==> src/rtl/io_writeback_arbiter.sv <==
// io_writeback_arbiter
// Shares the CPU's single IO writeback channel between NUMPORTS peripherals.
// A combinational arbiter picks one requester per cycle and a one-entry
// output buffer drives the CPU WritebackREQ/ACK handshake. Beats without a
// register response are accepted and counted in a saturating DropCount.
// Optional build macro: IOWB_ARB_FIXEDPRIORITY_EN (search always starts at
// port 0 instead of the round-robin pointer).
module io_writeback_arbiter #(
    parameter int NUMPORTS      = 4,
    parameter int DATABITWIDTH  = 16,
    parameter int DROPCOUNTBITS = 8
) (
    input  logic                                clk,
    input  logic                                clk_en,
    input  logic                                sync_rst,
    input  logic [NUMPORTS-1:0]                 Port_REQ,
    output logic [NUMPORTS-1:0]                 Port_ACK,
    input  logic [NUMPORTS-1:0]                 Port_RegResponseFlag,
    input  logic [4*NUMPORTS-1:0]               Port_DestReg,
    input  logic [DATABITWIDTH*NUMPORTS-1:0]    Port_Data,
    output logic                                WritebackREQ,
    input  logic                                WritebackACK,
    output logic [3:0]                          WritebackDestReg,
    output logic [DATABITWIDTH-1:0]             WritebackDataOut,
    output logic [$clog2(NUMPORTS)-1:0]         WritebackSource,
    output logic [DROPCOUNTBITS-1:0]            DropCount
);

    localparam int SRCW = $clog2(NUMPORTS);

    logic                     r_full;
    logic [3:0]               r_dest;
    logic [DATABITWIDTH-1:0]  r_data;
    logic [SRCW-1:0]          r_src;
    logic [DROPCOUNTBITS-1:0] r_drop;

    logic                     w_free;
    logic                     w_found;
    logic                     w_xfer;
    logic                     w_load;
    logic                     w_drop;
    logic [SRCW-1:0]          w_winner;
    logic [SRCW-1:0]          w_base;
    logic [SRCW-1:0]          w_ptr_next;
    logic                     w_win_flag;
    logic [3:0]               w_win_dest;
    logic [DATABITWIDTH-1:0]  w_win_data;

`ifdef IOWB_ARB_FIXEDPRIORITY_EN
    assign w_base = '0;
`else
    logic [SRCW-1:0] r_ptr;
    assign w_base = r_ptr;
`endif

    // Capacity exists when empty, or when the held beat drains this cycle.
    assign w_free = !r_full || WritebackACK;

    // Circular search from w_base; first eligible requester wins.
    always_comb begin
        logic [SRCW:0]   v_sum;
        logic [SRCW-1:0] v_idx;
        w_found  = 1'b0;
        w_winner = '0;
        v_sum    = '0;
        v_idx    = '0;
        for (int k = 0; k < NUMPORTS; k++) begin
            v_sum = {1'b0, w_base} + (SRCW+1)'(k);
            if (v_sum >= (SRCW+1)'(NUMPORTS)) begin
                v_sum = v_sum - (SRCW+1)'(NUMPORTS);
            end
            v_idx = v_sum[SRCW-1:0];
            if (!w_found && Port_REQ[v_idx] &&
                (!Port_RegResponseFlag[v_idx] || w_free)) begin
                w_found  = 1'b1;
                w_winner = v_idx;
            end
        end
    end

    // Select the winning port's beat fields.
    always_comb begin
        w_win_flag = 1'b0;
        w_win_dest = '0;
        w_win_data = '0;
        for (int p = 0; p < NUMPORTS; p++) begin
            if (w_winner == SRCW'(p)) begin
                w_win_flag = Port_RegResponseFlag[p];
                w_win_dest = Port_DestReg[4*p +: 4];
                w_win_data = Port_Data[DATABITWIDTH*p +: DATABITWIDTH];
            end
        end
    end

    assign w_xfer     = w_found && clk_en && !sync_rst;
    assign w_load     = w_xfer && w_win_flag;
    assign w_drop     = w_xfer && !w_win_flag;
    assign w_ptr_next = (w_winner == SRCW'(NUMPORTS-1)) ? '0 : w_winner + SRCW'(1);

    // Grant is one-hot on the winner, suppressed by reset and clock enable.
    always_comb begin
        Port_ACK = '0;
        if (w_xfer) begin
            Port_ACK[w_winner] = 1'b1;
        end
    end

    // Output buffer: load has priority over drain (drain-and-refill).
    always_ff @(posedge clk) begin
        if (sync_rst) begin
            r_full <= 1'b0;
            r_dest <= '0;
            r_data <= '0;
            r_src  <= '0;
        end else if (clk_en) begin
            if (w_load) begin
                r_full <= 1'b1;
                r_dest <= w_win_dest;
                r_data <= w_win_data;
                r_src  <= w_winner;
            end else if (r_full && WritebackACK) begin
                r_full <= 1'b0;
            end
        end
    end

    // Saturating count of discarded beats.
    always_ff @(posedge clk) begin
        if (sync_rst) begin
            r_drop <= '0;
        end else if (clk_en && w_drop && (r_drop != '1)) begin
            r_drop <= r_drop + DROPCOUNTBITS'(1);
        end
    end

`ifndef IOWB_ARB_FIXEDPRIORITY_EN
    // Round-robin pointer moves past every winner, loaded or discarded.
    always_ff @(posedge clk) begin
        if (sync_rst) begin
            r_ptr <= '0;
        end else if (w_xfer) begin
            r_ptr <= w_ptr_next;
        end
    end
`endif

    assign WritebackREQ     = r_full;
    assign WritebackDestReg = r_dest;
    assign WritebackDataOut = r_data;
    assign WritebackSource  = r_src;
    assign DropCount        = r_drop;

endmodule
==> config.mk <==
export PLATFORM = sky130hd
export DESIGN_NAME = io_writeback_arbiter
export DESIGN_NICKNAME = d
export VERILOG_FILES = /design/src/rtl/io_writeback_arbiter.sv
export SDC_FILE = /design/constraint.sdc
export NUM_CORES = 1
export LEC_CHECK = 0
export CAP_MARGIN = 20
export CORE_MARGIN = 1.5
export CORE_UTILIZATION = 30
export CTS_BUF_LIST = sky130_fd_sc_hd__clkbuf_2 sky130_fd_sc_hd__clkbuf_4 sky130_fd_sc_hd__clkbuf_8
export CTS_CLUSTER_DIAMETER = 100
export DETAILED_ROUTE_END_ITERATION = 7
export GPL_TIMING_DRIVEN = 0
export HOLD_SLACK_MARGIN = 0.15
export MAX_ROUTING_LAYER = met4
export PLACE_DENSITY = 0.65
export SYNTH_ARGS = -nofsm -noshare
export SYNTH_HDL_FRONTEND = slang
export SYNTH_SLANG_ARGS = --single-unit
==> constraint.sdc <==
create_clock -name clk -period 7.8 [get_ports clk]
set_clock_uncertainty 0.1 [all_clocks]
set_input_delay 1.56 -clock clk [delete_from_list [all_inputs] [get_ports clk]]
set_output_delay 1.56 -clock clk [all_outputs]
set_load 0.01 [all_outputs]
==> impl_metrics.ini, run 1 <==
[power]
irDropWorstVdd_mv = 0.1109
leakage_nw = 1.349
power.density_nw_per_um2 = 191.3

[global_routing]
first_global_vias = 2512
track_usage_pct = 20.54
grt-ovfl-total = 0
grt_antenna_before_repair = 0
grt_first_pass_wirelength_um = 12180
grt_max_degree = 11

[synthesis]
avgSynthCellArea_um2 = 7.829
yosys.cell_types.count = 45
synth_flop_cell = dfxtp_1
yosysWarnings = 0
mappedNetlistNets = 377
synth_edf_count = 0
yosysSeqAreaShare_pct = 30.14
synth-seq-cells = 33
synth_area_um2 = 2192
syn_inst = 280
synth-async-reset-ratio_pct = 0

[timing]
max_freq_mhz = 154.3
hold_violations = 0
relSlewSlack_pct = 61.02
rsz0062_at_grt = no
setup_violations = 0
fin_crit_ns = 6.483
setup_tns_ns = 0
post-route-period-util_pct = 83.11
maxSlewViolCount = 0
worst_pin_slew_ns = 0.5807

[finish]
drive_above_1_share_pct = 5.797
finish.utilization_pct = 53.19
multi_input_area_um2 = 1393
area_delta_synth_final_pct = 68.49
fill_cells = 672
antenna_cells = 0
final-seq-area_um2 = 660.6
layout.nets = 510

[routing]
viasPerCell = 5.129
wirelength_um = 7577
postRouteAntennaNets = 0
num_vias = 2616
post_drt_wl_per_cell_um = 14.86
drt_iter0_markers = 90
remaining_drc_errors = 0
drt_pass1_iterations = 4

[cts]
cts_tree = yes
clk_pin_slew_ns = 0.07
cts_setup_buffers = 0
post_cts_resized = 0
clk_path_buf_depth = 2
numCtsBuffers = 5
cts-root-buf = clkbuf_8
cts_hold_buffers = 0
clk_latency_ns = 0.28
ctsHtreeMaxLevel = 2
clock-sinks = 33

[floorplan]
die-height_um = 88.48
initial_core_util_pct = 31.57
core-area_um2 = 6944
pin_count = 127
die_width_um = 88.48
die-area_um2 = 7829
rows = 30

[run]
cap_violations = 0

[run_status]
outcome = finished, final reports clean

[setup_path]
crit_path_max_fanout = 10
r2r_slack_ns = 4.20
cp-start-kind = primary input
regToRegStartpoint = WritebackREQ
worstPathArrival_ns = 4.82
startpoint = WritebackACK
worstSetupPathType = in -> out
cp-end-kind = output port
ff2ff_path_depth = 12
required_ns = 6.14
cp-endpoint = Port_ACK[3]
regToRegEndpoint = WritebackDataOut[13]

[worst_hold_path]
min_path_type = reg -> reg
hp-start = WritebackSource[1]

[place]
gp_congestion = 0.8407
dp_hpwl_um = 6015
io_buffers = 126
## Yosys cell counts, types with 3 or more instances
| library cell | instances | share of area, % |
|---|---|---|
| nor3_1 | 24 | 5.5 |
| inv_1 | 9 | 1.5 |
| nand3b_1 | 4 | 1.4 |
| buf_2 | 5 | 1.1 |
| and3b_1 | 4 | 1.6 |
| nand3_1 | 3 | 0.68 |
| o21ai_0 | 3 | 0.68 |
| dfxtp_1 | 33 | 30 |
| nor2b_1 | 25 | 7.1 |
| a211oi_1 | 20 | 6.8 |
| o22ai_1 | 4 | 1.1 |
| nor2_1 | 4 | 0.68 |
| a221oi_1 | 19 | 7.6 |
| ha_1 | 5 | 2.9 |
| and3_1 | 9 | 2.6 |
| mux2_2 | 4 | 2.1 |
| clkbuf_1 | 17 | 2.9 |
| a21oi_1 | 46 | 11 |
| nand2_1 | 12 | 2.1 |
## state kept, by name (all words and copies together), names as in the netlist
register          cells
r_ptr                 2
DropCount             8
WritebackDataOut     16
WritebackSource       2
WritebackREQ          1
WritebackDestReg      4
## layout make-up
| cell class | count | share of cell area [%] |
|---|---|---|
| repair buffers | 126 | 34.15 |
| flip-flops and latches | 33 | 17.89 |
| well taps | 96 | 3.252 |
| clock buffers | 7 | 2.439 |
| clock inverters | 1 | 0.8130 |
| plain buffers | 25 | 2.846 |
| multi-input cells | 213 | 37.70 |
| inverters | 9 | 0.9146 |
## worst min path at each step
stage                               endpoint  slack [ns]  cells past startpoint
after global placement    WritebackSource[1]        0.37                      2
after CTS                 WritebackSource[1]        0.38                      2
after floorplan                     r_ptr[1]        0.38                      2
after global routing      WritebackSource[1]        0.42                      2
final                     WritebackSource[1]        0.39                      2
after detailed placement  WritebackSource[1]        0.38                      2
## critical path: stages
cell	delay (ns)
clkdlybuf4s50_1	0.51
and3b_1	0.33
o22ai_1	0.11
a311oi_1	0.55
ha_1	0.25
clkbuf_1	0.29
clkbuf_1	0.43
and3_1	0.24
clkdlybuf4s50_1	0.54
## kinds of logic after synthesis
family | share of synthesized area, %
AOI/OAI and AO/OA | 33.68
and+or+nand+nor | 24.94
buffers and inverters | 6.335
DFF | 30.14
adders and majority gates | 2.854
muxes | 2.055
## per-stage QoR
stage	area, um^2	instances	power [W]	setup slack (ns)	hold WS [ns]
floorplan	2192	280	0.0003941	2.868	0.3803
global placement	3573	502	0.0005383	1.311	0.3735
detailed placement	3573	502	0.0005413	1.336	0.3751
CTS	3694	510	0.0007137	1.331	0.3849
global route	3694	510	0.0007564	1.071	0.4192
finish	3694	510	0.0007065	1.317	0.3859
## report_power, final
part / switching [W] / internal [W] / leakage, nW
Combinational: 0.000161 / 0.000165 / 1.02
Sequential: 0.0000159 / 0.000193 / 0.270
Clock: 0.0000632 / 0.000108 / 0.0619
## routing by layer
layer | wire [um] | vias to the layer above | track usage (%)
li1 | - | 1343 | -
met1 | 3406 | 1168 | 25.41
met2 | 3674 | 98 | 35.05
met3 | 419 | 7 | 3.451
met4 | 77 | 0 | 4.688
met5 | 0 | - | -
## placed cells by master, fill, tap and decap left out, types with 3 or more instances in the layout
cell type	Yosys	routed
and3b_1	4	4
inv_1	9	9
nor3_1	24	24
a21oi_1	46	46
clkbuf_1	17	17
a211oi_1	20	20
nor2b_1	25	25
nor2_1	4	4
a221oi_1	19	19
mux2_2	4	4
nand3_1	3	3
clkdlybuf4s50_1	0	126
clkbuf_8	0	6
buf_2	5	5
dfxtp_1	33	33
o21ai_0	3	3
and3_1	9	9
ha_1	5	5
o22ai_1	4	4
nand2_1	12	12
nand3b_1	4	4
No activity file was read; power rests on OpenSTA's default activity.
==> run 2, diff against run 1 <==
- clock period: 7.8 -> 6.3 ns (I/O delays scaled with it)
==> results of run 2 <==
The final DEF is identical to that of run 1. Status: finished, final reports clean.
Among the figures that moved: setup slack after placement 1.336 ns -> 0.4364 ns; setup slack after layout 1.317 ns -> 0.4174 ns; register-to-register setup slack 4.20 ns -> 2.70 ns; total power 0.0007065 W -> 0.0008748 W; worst IR drop on VDD 0.1109 mV -> 0.1373 mV
